### src/rtl/i281_display_pkg.sv
// Shared constants for the i281 seven-segment display path: glyph table,
// digit count and the dark-display codes.
package i281_display_pkg;

  localparam int NUM_DIGITS = 8;

  localparam logic [6:0] SEG_BLANK = 7'h7F;
  localparam logic [7:0] DIG_OFF   = 8'hFF;

  // Active-low glyphs, index 0 in the least significant slot.
  localparam logic [15:0][6:0] HEX_SEG = {
    7'h0E, 7'h06, 7'h21, 7'h46, 7'h03, 7'h08, 7'h10, 7'h00,
    7'h78, 7'h02, 7'h12, 7'h19, 7'h30, 7'h24, 7'h79, 7'h40
  };

  function automatic logic [6:0] hex_to_seg(input logic [3:0] nib);
    return HEX_SEG[nib];
  endfunction

endpackage

### src/rtl/i281_button_debounce.sv
// Two-flop synchronizer plus consecutive-sample debouncer; pulses o_rise on
// the edge where the accepted level goes from 0 to 1.
module i281_button_debounce #(
  parameter int DEBOUNCE = 50000
) (
  input  logic i_clk,
  input  logic i_rst_n,
  input  logic i_button,
  output logic o_rise
);

  localparam int CW = (DEBOUNCE < 2) ? 1 : $clog2(DEBOUNCE + 1);

  logic          r_sync1;
  logic          r_sync2;
  logic          r_stable;
  logic [CW-1:0] r_cnt;
  logic          w_differs;
  logic          w_accept;

  assign w_differs = (r_sync2 != r_stable);
  // The DEBOUNCE-th differing sample is accepted on the same edge it is seen.
  assign w_accept  = w_differs && (r_cnt == CW'(DEBOUNCE - 1));
  assign o_rise    = w_accept && r_sync2;

  always_ff @(posedge i_clk or negedge i_rst_n) begin
    if (!i_rst_n) begin
      r_sync1  <= 1'b0;
      r_sync2  <= 1'b0;
      r_stable <= 1'b0;
      r_cnt    <= '0;
    end else begin
      r_sync1 <= i_button;
      r_sync2 <= r_sync1;
      if (!w_differs) begin
        r_cnt <= '0;
      end else if (w_accept) begin
        r_stable <= r_sync2;
        r_cnt    <= '0;
      end else begin
        r_cnt <= r_cnt + 1'b1;
      end
    end
  end

endmodule

### src/rtl/i281_sevenseg_scanner.sv
// Multiplexed 8-digit hex display scanner with per-frame snapshot of the
// eight memory-mapped display bytes and a debounced two-page toggle.
module i281_sevenseg_scanner
  import i281_display_pkg::*;
#(
  parameter int PRESCALE = 1000,
  parameter int DEBOUNCE = 50000
) (
  input  logic       Clock,
  input  logic       Reset,
  input  logic [7:0] Seven_Seg0,
  input  logic [7:0] Seven_Seg1,
  input  logic [7:0] Seven_Seg2,
  input  logic [7:0] Seven_Seg3,
  input  logic [7:0] Seven_Seg4,
  input  logic [7:0] Seven_Seg5,
  input  logic [7:0] Seven_Seg6,
  input  logic [7:0] Seven_Seg7,
  input  logic       Page_Button,
  input  logic       Display_Enable,
  output logic [6:0] Seg_n,
  output logic [7:0] Digit_n,
  output logic       Page,
  output logic       Frame_Strobe
);

  localparam int PW = (PRESCALE < 2) ? 1 : $clog2(PRESCALE);

  logic [PW-1:0] r_cnt;
  logic [2:0]    r_idx;
  logic          r_blank;
  logic [7:0]    r_snap [NUM_DIGITS];
  logic          r_page;
  logic          r_req;
  logic          r_strobe;
  logic [6:0]    r_seg_n;
  logic [7:0]    r_dig_n;

  logic [7:0]    w_in [NUM_DIGITS];
  logic          w_tick;
  logic          w_frame;
  logic          w_rise;
  logic [2:0]    w_sel;
  logic [3:0]    w_nib;
  logic [6:0]    w_seg;
  logic [7:0]    w_dig;

  assign w_in[0] = Seven_Seg0;
  assign w_in[1] = Seven_Seg1;
  assign w_in[2] = Seven_Seg2;
  assign w_in[3] = Seven_Seg3;
  assign w_in[4] = Seven_Seg4;
  assign w_in[5] = Seven_Seg5;
  assign w_in[6] = Seven_Seg6;
  assign w_in[7] = Seven_Seg7;

  i281_button_debounce #(
    .DEBOUNCE(DEBOUNCE)
  ) u_debounce (
    .i_clk   (Clock),
    .i_rst_n (Reset),
    .i_button(Page_Button),
    .o_rise  (w_rise)
  );

  assign w_tick  = (r_cnt == PW'(PRESCALE - 1));
  assign w_frame = w_tick && (r_idx == 3'd7);

  always_ff @(posedge Clock or negedge Reset) begin
    if (!Reset) begin
      r_cnt    <= '0;
      r_idx    <= 3'd0;
      r_blank  <= 1'b1;
      r_page   <= 1'b0;
      r_req    <= 1'b0;
      r_strobe <= 1'b0;
      for (int i = 0; i < NUM_DIGITS; i++) r_snap[i] <= 8'h00;
    end else begin
      r_cnt    <= w_tick ? '0 : r_cnt + 1'b1;
      r_blank  <= w_tick;
      r_strobe <= w_frame;
      if (w_tick) r_idx <= r_idx + 3'd1;
      // A press landing on the boundary edge belongs to the following frame.
      if (w_frame) begin
        for (int i = 0; i < NUM_DIGITS; i++) r_snap[i] <= w_in[i];
        r_page <= r_page ^ r_req;
        r_req  <= w_rise;
      end else if (w_rise) begin
        r_req <= ~r_req;
      end
    end
  end

  assign w_sel = {r_page, r_idx[2:1]};
  assign w_nib = r_idx[0] ? r_snap[w_sel][7:4] : r_snap[w_sel][3:0];
  assign w_seg = hex_to_seg(w_nib);
  assign w_dig = ~(8'b1 << r_idx);

  always_ff @(posedge Clock or negedge Reset) begin
    if (!Reset) begin
      r_seg_n <= SEG_BLANK;
      r_dig_n <= DIG_OFF;
    end else if (r_blank || !Display_Enable) begin
      r_seg_n <= SEG_BLANK;
      r_dig_n <= DIG_OFF;
    end else begin
      r_seg_n <= w_seg;
      r_dig_n <= w_dig;
    end
  end

  assign Seg_n        = r_seg_n;
  assign Digit_n      = r_dig_n;
  assign Page         = r_page;
  assign Frame_Strobe = r_strobe;

endmodule

### config.mk
export PLATFORM = sky130hd
export DESIGN_NAME = i281_sevenseg_scanner
export DESIGN_NICKNAME = d
export VERILOG_FILES = /design/src/rtl/i281_display_pkg.sv /design/src/rtl/i281_button_debounce.sv /design/src/rtl/i281_sevenseg_scanner.sv
export SDC_FILE = /design/constraint.sdc
export NUM_CORES = 1
export LEC_CHECK = 0
export CORE_ASPECT_RATIO = 0.9
export CORE_MARGIN = 2
export CORE_UTILIZATION = 40
export CTS_CLUSTER_DIAMETER = 100
export DETAILED_ROUTE_END_ITERATION = 8
export GPL_TIMING_DRIVEN = 0
export SETUP_SLACK_MARGIN = 0.1
export SLEW_MARGIN = 25
export SYNTH_ARGS = -nofsm -noshare
export SYNTH_HDL_FRONTEND = slang
export SYNTH_SLANG_ARGS = --single-unit
### constraint.sdc
create_clock -name Clock -period 3.3 [get_ports Clock]
set_input_delay 0.33 -clock Clock [delete_from_list [all_inputs] [get_ports Clock]]
set_output_delay 0.33 -clock Clock [all_outputs]
set_load 0.02 [all_outputs]
Word level (Yosys, flattened, before mapping)
Memories as Yosys holds them, arrays and structs flattened.
Cells that the tools add are included.

storage, ports and cells
  logic and storage cells = 54
  memories kept = 1
  ROM bits = 112
  register bits after elaboration = 115
  output and inout port bits = 17
  input port bits = 68

memory list
  name              depth  width  read ports  clocked after memory_dff  write ports  RTL line                source
  (name not given)  16     7      1           0                         0            i281_display_pkg.sv:17  return HEX_SEG[nib];

operators by class
  shift operators = 1
  add/subtract/negate cells = 3
  eq/ne operators = 4
  mux-type cells = 12
  bitwise operators = 4
  reductions and logical operators = 7
  magnitude comparators = 2

operator list
  kind                   number
  $mux 16                2
  $bmux 8 s3             1
  $mux 8                 3
  $add 16x1->16 const B  1
  $eq 16x16->1 const B   1
  $mux 7                 2
  $add 10x1->10 const B  1
  $eq 10x10->1 const B   1
  $mux 10                1
  $not 8->8              1
  $shl 1x3->8 const A    1
  $lt 4x5->1 const B     1
  $ge 4x4->1 const B     1
  $mux 4                 1
  $not 3->4              1
  $add 3x1->3 const B    1
  $eq 3x3->1 const B     1
  $logic_and 1x1->1      3
  $mux 1                 2
  $reduce_and 2->1       1
  $reduce_bool 2->1      1
  $logic_not 1->1        1
  $logic_or 1x1->1       1
  $ne 1x1->1             1
  2 further kinds        2

Longest topological paths before layout
Gate-level depths: netlist of the first run.

  depth after elaboration = 8
  depth in mapped cells = 11
  mapped depth without buffers = 9

Modules after synthesis
From an unflattened synthesis of the first run, not the netlist that was laid out.

second synthesis, totals
  cells, all modules = 543
  area total of the unflattened synthesis = 5387.7 um^2

by module, submodules not included
  module                 cells an instance  instances  area an instance (um^2)
  i281_sevenseg_scanner  454                1          4440.5
  i281_button_debounce   89                 1          947.2

Worst setup path after synthesis of the first run
No wires, ideal clock.

  kind = reg2reg
  start point = reg r_idx[1]
  end point = reg r_seg_n[5], in the netlist Seg_n[5]
  data required time = 3216 ps
  arrival time = 2427 ps
  setup time = 84 ps
  cell stages (with the launch flop) = 10
  path slack = 790 ps
  clock period less this slack = 2510 ps
  path through = dfrtp_1 -> buf_6 -> mux4_1 -> a22o_1 -> a221oi_4 -> inv_1 -> ha_1 -> nand2_1 -> o21ai_0 -> a221o_1

on the way
  cells in the longest elaborated chain, start to end = 8

ends and longest elaborated chain
  item                                       RTL line                      source
  start: declaration                         i281_sevenseg_scanner.sv:30   logic [2:0] r_idx;
  start signal: assignment                   i281_sevenseg_scanner.sv:82   if (w_tick) r_idx <= r_idx + 3'd1;
  $not 3->4 (not written as such)            i281_sevenseg_scanner.sv:95   assign w_nib = r_idx[0] ? r_snap[w_sel][7:4] : r_snap[w_sel][3:0];
  $bmux 8 s3                                 i281_sevenseg_scanner.sv:95
  $mux 8 (not written as such) (2 in a row)  i281_sevenseg_scanner.sv:95
  $mux 4                                     i281_sevenseg_scanner.sv:95
  $mem_v2 16x7                               -
  $mux 7 (not written as such)               i281_display_pkg.sv:17
  $mux 7                                     i281_sevenseg_scanner.sv:103  end else if (r_blank || !Display_Enable) begin
  end signal: assignment                     i281_sevenseg_scanner.sv:107  r_seg_n <= w_seg;
  end: declaration                           i281_sevenseg_scanner.sv:36   logic [6:0] r_seg_n;

No other way between the ends. The select of a mux whose other input is x is not followed.
A chain may end at the register's enable or synchronous reset.

Final worst setup path of the first run
  start point = reg r_idx[2]
  end point = reg r_seg_n[5], in the netlist Seg_n[5]

The elaborated chain is that of the path after synthesis.

==> flow_summary.yaml, run 1 <==
setup_path:
  critPathRequiredTime_ns: 3.62
  reg2reg_from: "r_idx[2]$_DFFE_PN0P_"
  slowest_delay_ns: 0.51
  path_cells: "clkbuf_8 > clkbuf_1 > mux4_1 > a221oi_4 > inv_1 > ha_1 > nand2_1 > o21ai_0 > a221o_1"
  path_class: "flop to flop"
  reg2regPathDepth: 9
  cp.arrival_ns: 3.23
  endpoint_kind: "flop"
  start_kind: "flop"
  startpoint: "r_idx[2]$_DFFE_PN0P_"
  cp_max_fo: 10
  crit_slowest_cell: "clkbuf_1"
placement:
  hpwl_um: 8050
  place_area_mm2: 0.00641
  gp_congestion: 0.765
  dpl.cell_count: 651
  portBuffers: 84
yosys:
  synthCells: 398
  ys_seq_area_frac: 0.544
  yosys_warnings: 0
  postSynthAreaPerCell_um2: 13.4
  ys.flop_type: "dfrtp_1"
  synth-edff-count: 0
  ys_ff_latch: 115
  ys_types: 47
  synthesis.nets: 480
  postSynth.asyncResetShare: 1.00
  synthesis.area_mm2: 0.00533
global_route:
  track_usage: 0.166
  grt_max_degree: 73
  antenna_found_initial: 0
  grt_pass1_wl_um: 18200
  grt_pass1_vias: 3576
  grt-ovfl-total: 0
clock_network:
  clkTransAtPathRegs_ns: 0.05
  cts-htree-levels: 4
  cts_tree: "done"
  cts-buffers-inserted: 17
  ctsResizeCount: 0
  ctsLongestPathBuffers: 2
  root_buffer: "clkbuf_16"
  post-cts-setup-buffer-count: 0
  clkLatencyLatePin_ns: 0.41
  cts.sinks: 115
floorplan:
  fp.dieH_um: 114
  die_area_mm2: 0.0143
  start_util: 0.405
  ioPinCount: 85
  rows: 40
  coreArea_mm2: 0.0132
  die_width_um: 126
timing:
  rsz0062_at_grt: "false"
  finalCritPeriodShare: 0.881
  fmax_mhz: 344
  max-slew-margin-rel: 0.575
  post-route-min-period_ns: 2.91
  hold_violations: 0
  skew_ns: 0.0112
  slew_violations: 0
  worst_pin_slew_ns: 0.638
  setup_viol: 0
power:
  power_density_mw_per_mm2: 477
  p_sw_frac: 0.206
  seq_power_share: 0.429
  ir_worst_vdd_mv: 0.316
  p_comb_frac: 0.044
  p_int_mw: 2.65
  leakage_nw: 3.16
  p_switching_mw: 0.685
  clock_power_share: 0.527
drt:
  via_per_inst: 5.08
  drcViolationCount: 0
  antenna_left: 0
  drt_pass1_iterations: 4
  wirelength_um: 11200
  vias: 3470
  wl_per_cell_um: 16.4
  drt-initial-drc-count: 182
layout:
  area_growth_pct: 31.1
  instances_no_fill: 683
  layout-drive-gt1-share: 0.262
  num_antenna_cells: 0
  nets: 585
  fill_cells: 1122
  design_area_mm2: 0.00699
job:
  drv_cap: 0
min_path:
  hold_start: "u_debounce.r_sync1$_DFF_PN0_"
  hold_class: "flop to flop"
  hold_depth: 0
run_status:
  outcome: "finished clean"
==> power by group through the flow <==
| stage | combinational, mW | sequential [mW] | clock [mW] |
|---|---|---|---|
| floorplan | 0.0161 | 1.46 | 0 |
| global placement | 0.145 | 1.45 | 0 |
| detailed placement | 0.151 | 1.45 | 0 |
| CTS | 0.153 | 1.43 | 1.78 |
| global route | 0.162 | 1.43 | 1.86 |
| finish | 0.148 | 1.43 | 1.76 |
==> registers in the layout, indices dropped and copies added (netlist names) <==
signal / flops
u_debounce.r_sync1: 1
r_snap: 64
r_req: 1
r_idx: 3
r_blank: 1
u_debounce.r_sync2: 1
u_debounce.r_stable: 1
Page: 1
u_debounce.r_cnt: 16
Seg_n: 7
Frame_Strobe: 1
Digit_n: 8
r_cnt: 10
==> placed cells by master (no fill, tap or decap), types with 4 or more instances in the layout <==
| cell | Yosys | layout |
|---|---|---|
| dfrtp_1 | 99 | 99 |
| clkdlybuf4s50_1 | 0 | 83 |
| mux2_2 | 65 | 65 |
| nor2_1 | 33 | 33 |
| nand3_1 | 18 | 18 |
| nand2_1 | 18 | 18 |
| clkbuf_16 | 0 | 17 |
| dfstp_2 | 16 | 16 |
| ha_1 | 14 | 14 |
| xnor2_1 | 12 | 12 |
| xor2_1 | 11 | 11 |
| mux4_1 | 11 | 11 |
| inv_1 | 9 | 9 |
| mux2i_1 | 9 | 9 |
| clkbuf_1 | 6 | 7 |
| clkinv_2 | 0 | 7 |
| buf_2 | 5 | 5 |
| o21ai_0 | 5 | 5 |
| a21oi_1 | 5 | 5 |
| nor3_1 | 4 | 4 |
| nand4_1 | 4 | 4 |
| nor2b_1 | 4 | 4 |
| and2_1 | 4 | 4 |
| o21ai_1 | 4 | 4 |
| buf_4 | 4 | 4 |
==> through the flow <==
stage | hold slack (ns) | util | setup slack (ns) | TNS [ns] | total power [mW]
finish | 0.361 | 0.531 | 0.394 | 0 | 3.33
detailed placement | 0.278 | 0.487 | 0.372 | 0 | 1.60
floorplan | 0.0344 | - | 0.790 | 0 | 1.47
global placement | 0.342 | 0.485 | -2.50 | -264.28 | 1.60
CTS | 0.363 | 0.531 | 0.351 | 0 | 3.36
global route | 0.367 | 0.531 | 0.160 | 0 | 3.45
==> layout make-up <==
| type | instances | area [um^2] | area share |
|---|---|---|---|
| Clock inverter | 11 | 111 | 0.0159 |
| Tap cell | 168 | 210 | 0.0301 |
| Sequential cell | 115 | 2900 | 0.415 |
| Buffer | 19 | 134 | 0.0192 |
| Multi-Input combinational cell | 254 | 2260 | 0.324 |
| Clock buffer | 20 | 457 | 0.0653 |
| Timing Repair Buffer | 86 | 880 | 0.126 |
| Inverter | 10 | 37.5 | 0.00537 |
==> routing by layer <==
| layer | up-vias | track usage | routed length, um |
|---|---|---|---|
| met1 | 1748 | 0.224 | 5380 |
| met2 | 71 | 0.260 | 5270 |
| met3 | 15 | 0.0436 | 414 |
| met5 | - | 0 | 0 |
| met4 | 0 | 0.0659 | 140 |
| li1 | 1636 | - | - |
==> repair_timing <==
action                                  CTS  global route
hold buffers                              1             0
hold endpoints to repair                 27             0
endpoints found under the setup margin    0             0
==> synth_stat cells (6+ instances only) <==
cell type	instances	area (um^2)
clkbuf_1	6	22.5
dfrtp_1	99	2480
dfstp_2	16	420
ha_1	14	175
inv_1	9	33.8
mux2_2	65	732
mux2i_1	9	90.1
mux4_1	11	289
nand2_1	18	67.6
nand3_1	18	90.1
nor2_1	33	124
xnor2_1	12	105
xor2_1	11	96.3
==> critical path, delay by kind of cell, from the launching register on <==
kind | cells | cell delay (ns)
AOI/OAI and AO/OA | 3 | 0.87
buffers and inverters | 3 | 0.82
muxes | 1 | 0.45
DFF | 1 | 0.36
adders and majority gates | 1 | 0.24
and+or+nand+nor | 1 | 0.09
==> kinds of logic (layout without fill, tap and decap cells) <==
group	Yosys count	after routing	share of synthesized area
multiplexers	88	88	0.221
AO/OA/AOI/OAI	30	30	0.0429
flip-flops	115	115	0.544
XOR/XNOR	23	23	0.0378
adder cells (fa/ha/maj)	14	14	0.0329
buffers and inverters	29	146	0.0321
AND/OR/NAND/NOR	99	99	0.0897
==> path summary, 6_finish.rpt <==
kind | endpoint | slack (ns)
worst max-delay path | Seg_n[5]$_DFF_PN1_ | 0.39
worst min-delay path | u_debounce.r_sync2$_DFF_PN0_ | 0.36
worst max register to register | Seg_n[5]$_DFF_PN1_ | 0.39
worst min register to register | u_debounce.r_sync2$_DFF_PN0_ | 0.36
max in group asynchronous | r_snap[43]$_DFFE_PN0P_ | 2.22
min in group asynchronous | r_snap[9]$_DFFE_PN0P_ | 0.40
Note: power is estimated with default switching activity, not from simulation.
==> inputs of run 2 (changes only) <==
--- a/config.mk
+++ b/config.mk
@@ -11,7 +11,7 @@
 export CTS_CLUSTER_DIAMETER = 100
 export DETAILED_ROUTE_END_ITERATION = 8
 export GPL_TIMING_DRIVEN = 0
-export SETUP_SLACK_MARGIN = 0.1
+export PLACE_DENSITY_LB_ADDON = 0.2
 export SLEW_MARGIN = 25
 export SYNTH_ARGS = -nofsm -noshare
 export SYNTH_HDL_FRONTEND = slang
==> flow_summary.yaml, run 2 (same netlist as run 1, synthesis figures left out) <==
layout:
  postLayoutCoreUtil: 0.526
  multiInputGateArea_mm2: 0.00226
  seq_area_mm2: 0.00290
  layout_commonest_cell: "dfrtp_1"
  mostFrequentLayoutCells: "dfrtp_1, clkdlybuf4s50_1, mux2_2, nor2_1"
  nets: 585
  largest_reg_flops: 64
  layout-drive-gt1-share: 0.247
  area_growth_pct: 29.8
  num_antenna_cells: 0
  design_area_mm2: 0.00692
  largest_register: "r_snap"
  fill_cells: 1098
  reg_top3: "r_snap x64, u_debounce.r_cnt x16, r_cnt x10"
timing:
  hold_violations: 0
  max-slew-margin-rel: 0.571
  rsz0062_at_grt: "false"
  slew_violations: 0
  finalCritPeriodShare: 0.882
  fmax_mhz: 344
  setup_viol: 0
  post-route-min-period_ns: 2.91
  worst_pin_slew_ns: 0.644
  whs_ns: 0.363
  skew_ns: 0.00745
power:
  p_comb_frac: 0.047
  clock_power_share: 0.497
  p_int_mw: 2.52
  leakage_nw: 3.12
  p_sw_frac: 0.197
  finalPower_mw: 3.14
  power_density_mw_per_mm2: 454
  seq_power_share: 0.456
  p_switching_mw: 0.617
  ir_worst_vdd_mv: 0.347
clock_network:
  root_buffer: "clkbuf_16"
  clkLatencyLatePin_ns: 0.41
  cts-buffers-inserted: 17
  clkTransAtPathRegs_ns: 0.05
  cts.sinks: 115
  cts-htree-levels: 4
  post-cts-setup-buffer-count: 0
  ctsLongestPathBuffers: 2
  cts_tree: "done"
floorplan:
  rows: 40
  die_area_mm2: 0.0143
  coreArea_mm2: 0.0132
  start_util: 0.405
  ioPinCount: 85
  die_width_um: 126
  fp.dieH_um: 114
drt:
  wirelength_um: 11300
  antenna_left: 0
  vias: 3454
  via_per_inst: 5.09
  wl_per_cell_um: 16.6
  drt_pass1_iterations: 6
  drt-initial-drc-count: 176
  drcViolationCount: 0
global_route:
  grt_pass1_wl_um: 18500
  grt_max_degree: 60
  track_usage: 0.168
  antenna_found_initial: 0
  grt_pass1_vias: 3652
  grt-ovfl-total: 0
run_status:
  outcome: "finished clean"
placement:
  hpwl_um: 8170
  place_area_mm2: 0.00641
  portBuffers: 84
  gp_congestion: 0.842
setup_path:
  endpoint_kind: "flop"
  path_class: "flop to flop"
  critPathRequiredTime_ns: 3.63
  cp_max_fo: 10
  cp.arrival_ns: 3.24
  start_kind: "flop"
job:
  drv_cap: 0
min_path:
  hold_class: "flop to flop"
[run 2: cell count changes in the layout (fill, tap and decap cells not counted), sizes merged]
cell / before / now
clkinv: 9 / 1
clkbuf: 27 / 33
bufinv: 2 / 0
clkinvlp: 1 / 0
[run 2: final cells by class]
| type | count | area share |
|---|---|---|
| inverter | 10 | 0.00542 |
| sequential | 115 | 0.419 |
| timing repair buffer | 86 | 0.127 |
| buffer | 19 | 0.0193 |
| clock buffer | 26 | 0.0721 |
| tap | 168 | 0.0304 |
| multi-input combinational | 254 | 0.327 |
[run 2: final timing paths]
check	from	to	slack, ns	depth (start not counted)
hold reg to reg	u_debounce.r_sync1$_DFF_PN0_	u_debounce.r_sync2$_DFF_PN0_	0.36	0
min in group asynchronous	Reset	r_snap[5]$_DFFE_PN0P_	0.48	2
setup reg to reg	r_idx[2]$_DFFE_PN0P_	Seg_n[5]$_DFF_PN1_	0.39	9
max in group asynchronous	Reset	r_snap[18]$_DFFE_PN0P_	2.16	3
setup / recovery	r_idx[2]$_DFFE_PN0P_	Seg_n[5]$_DFF_PN1_	0.39	9
hold / removal	u_debounce.r_sync1$_DFF_PN0_	u_debounce.r_sync2$_DFF_PN0_	0.36	0
[run 2: per-layer routing]
metal,global-route usage,wire length (um),vias to the layer above
met1,0.223,5180,1733
met2,0.264,5390,77
met4,0.0711,204,0
met3,0.0441,493,20
li1,-,-,1624
met5,0,0,-
[run 2: per-stage QoR]
| step | setup slack, ns | setup TNS [ns] | cells |
|---|---|---|---|
| finish | 0.390 | 0 | 678 |
| global route | 0.236 | 0 | 678 |
| CTS | 0.414 | 0 | 678 |
| detailed placement | 0.424 | 0 | 651 |
| global placement | -2.43 | -256.68 | 650 |
| floorplan | 0.790 | 0 | 398 |
[run 2: power groups by stage]
stage / logic, mW / clock network (mW) / registers (mW)
after floorplan: 0.0161 / 0 / 1.46
after global placement: 0.145 / 0 / 1.45
after detailed placement: 0.151 / 0 / 1.45
after CTS: 0.152 / 1.60 / 1.43
after global routing: 0.162 / 1.67 / 1.43
final: 0.148 / 1.56 / 1.43
[run 2: what timing repair did]
| action | in CTS | in global routing |
|---|---|---|
| resized for setup | 0 | 0 |
| hold buffers | 1 | 0 |
| hold endpoints to repair | 42 | 0 |
[run 2: critical path, cell delays in order (launching register included)]
cell	delay, ns
dfrtp_1	0.36
clkbuf_8	0.19
clkbuf_1	0.51
mux4_1	0.45
a221oi_4	0.41
inv_1	0.12
ha_1	0.25
nand2_1	0.09
o21ai_0	0.09
a221o_1	0.36
==> inputs of run 3 (changes only) <==
--- a/config.mk
+++ b/config.mk
@@ -7,12 +7,14 @@
 export LEC_CHECK = 0
 export CORE_ASPECT_RATIO = 0.9
 export CORE_MARGIN = 2
-export CORE_UTILIZATION = 40
+export CORE_UTILIZATION = 29
 export CTS_CLUSTER_DIAMETER = 100
 export DETAILED_ROUTE_END_ITERATION = 8
 export GPL_TIMING_DRIVEN = 0
 export PLACE_DENSITY_LB_ADDON = 0.2
+export REMOVE_ABC_BUFFERS = 1
 export SLEW_MARGIN = 25
 export SYNTH_ARGS = -nofsm -noshare
 export SYNTH_HDL_FRONTEND = slang
 export SYNTH_SLANG_ARGS = --single-unit
+export TNS_END_PERCENT = 20
==> flow_summary.yaml, run 3 (same netlist as run 1, synthesis figures left out) <==
global_route:
  antenna_found_initial: 0
  grt-ovfl-total: 0
  grt_pass1_wl_um: 18500
  grt_max_degree: 70
  track_usage: 0.124
  grt_pass1_vias: 3576
layout:
  instances_no_fill: 743
  largest_reg_flops: 64
  mostFrequentLayoutCells: "dfrtp_1, clkdlybuf4s50_1, mux2_2, nor2_1"
  fill_cells: 1762
  nets: 567
  layout_commonest_cell: "dfrtp_1"
  area_growth_pct: 31.4
  layout-drive-gt1-share: 0.253
  largest_register: "r_snap"
  reg_top3: "r_snap x64, u_debounce.r_cnt x16, r_cnt x10"
  num_antenna_cells: 0
timing:
  skew_ns: 0.00846
  max-slew-margin-rel: 0.466
  rsz0062_at_grt: "false"
  setup_ws_ns: 0.266
  finalCritPeriodShare: 0.919
  post-route-min-period_ns: 3.03
  fin_tns_setup_ns: 0
  worst_pin_slew_ns: 0.801
  setup_viol: 0
  fmax_mhz: 330
  slew_violations: 0
  hold_violations: 0
power:
  ir_worst_vdd_mv: 0.351
  p_sw_frac: 0.203
  power_density_mw_per_mm2: 484
  finalPower_mw: 3.39
  p_switching_mw: 0.689
  p_comb_frac: 0.043
  leakage_nw: 3.09
  clock_power_share: 0.536
  p_int_mw: 2.70
  seq_power_share: 0.421
placement:
  hpwl_um: 7660
  dpl.cell_count: 710
  portBuffers: 84
  gp_congestion: 0.759
  pre_cts_slack_ns: 0.0596
setup_path:
  regToRegSetupSlack_ns: 0.27
  reg2reg_to: "Seg_n[5]$_DFF_PN1_"
  reg2regPathDepth: 8
  critPathRequiredTime_ns: 3.63
  reg2reg_from: "r_idx[1]$_DFFE_PN0P_"
  cp_max_fo: 21
  startpoint: "r_idx[1]$_DFFE_PN0P_"
  cp.arrival_ns: 3.37
  start_kind: "flop"
  endpoint_kind: "flop"
  path_class: "flop to flop"
min_path:
  hold_depth: 0
  hold_class: "flop to flop"
  hold_start: "u_debounce.r_sync1$_DFF_PN0_"
  min_to: "u_debounce.r_sync2$_DFF_PN0_"
floorplan:
  die_area_mm2: 0.0195
  ioPinCount: 85
  coreArea_mm2: 0.0182
  rows: 47
  fp.dieH_um: 133
  start_util: 0.292
  die_width_um: 147
run_status:
  outcome: "finished clean"
clock_network:
  cts-buffers-inserted: 17
  ctsLongestPathBuffers: 2
  root_buffer: "clkbuf_16"
  cts.sinks: 115
  post-cts-setup-buffer-count: 0
  cts_tree: "done"
  cts-htree-levels: 4
  clkLatencyLatePin_ns: 0.41
  clkTransAtPathRegs_ns: 0.06
drt:
  wirelength_um: 10900
  drt-initial-drc-count: 125
  vias: 3374
  drt_pass1_iterations: 4
  via_per_inst: 4.54
  drcViolationCount: 0
  antenna_left: 0
  wl_per_cell_um: 14.7
job:
  drv_cap: 0
==> run 3: cell count changes in the layout (fill, tap and decap cells not counted), moves of 2 or more <==
cell       previous run  this run
bufinv_16             0         3
buf_6                 3         1
clkbuf_1             11         2
buf_4                 4         0
buf_2                 5         0
clkinv_2              0         8
clkbuf_8              5         1
==> run 3: how the worst max path moves through the flow <==
| stage | end | slack [ns] | cells past startpoint |
|---|---|---|---|
| 4_1_cts | Seg_n[5]$_DFF_PN1_ | 0.03 | 8 |
| 2_1_floorplan | r_snap[0]$_DFFE_PN0P_ | -0.30 | 5 |
| 3_3_place_gp | r_snap[13]$_DFFE_PN0P_ | -2.65 | 1 |
| 6_report | Seg_n[5]$_DFF_PN1_ | 0.27 | 8 |
| 5_1_grt | Seg_n[5]$_DFF_PN1_ | 0.07 | 8 |
| 3_5_place_dp | Seg_n[5]$_DFF_PN1_ | 0.06 | 8 |
==> run 3: power by group through the flow <==
| stage | clock network [mW] | registers, mW | logic [mW] |
|---|---|---|---|
| after CTS | 1.88 | 1.43 | 0.150 |
| after detailed placement | 0 | 1.45 | 0.149 |
| after global placement | 0 | 1.45 | 0.143 |
| after global routing | 1.95 | 1.43 | 0.161 |
| after floorplan | 0 | 1.46 | 0.0151 |
| final | 1.82 | 1.43 | 0.145 |
==> run 3: timing repair <==
| item | 4_1_cts | 5_1_grt |
|---|---|---|
| hold endpoints to repair | 54 | 0 |
| endpoints found under the setup margin | 0 | 3 |
| hold buffers | 1 | 0 |
| resized for setup | 0 | 1 |
==> run 3: critical path, stage by stage (launching register included) <==
cell,delay [ns]
dfrtp_4,0.70
mux4_1,0.65
a22o_1,0.28
a221oi_4,0.39
inv_1,0.13
ha_1,0.25
nand2_1,0.08
o21ai_0,0.09
a221o_1,0.37
==> run 3: layer usage <==
layer  vias up  track usage  wire, um
met5         -            0         0
met4         0       0.0529       200
met3        16       0.0403       614
met2        68        0.192      5120
met1      1692        0.159      4960
li1       1598            -         -
==> run 3: per-stage QoR <==
step	utilization	instance area [um^2]	hold slack (ns)
2_1_floorplan	-	5200	0.0344
3_3_place_gp	0.348	6340	0.341
3_5_place_dp	0.351	6410	0.337
6_report	0.384	7010	0.347
5_1_grt	0.384	7010	0.329
4_1_cts	0.384	7000	0.331
==> run 3: layout make-up <==
type,count,area (um^2),area share
inverters,10,37.5,0.00536
flip-flops and latches,115,2900,0.414
well taps,245,307,0.0438
clock buffers,20,447,0.0637
repair buffers,87,900,0.128
clock inverters,12,138,0.0196
multi-input cells,254,2280,0.325
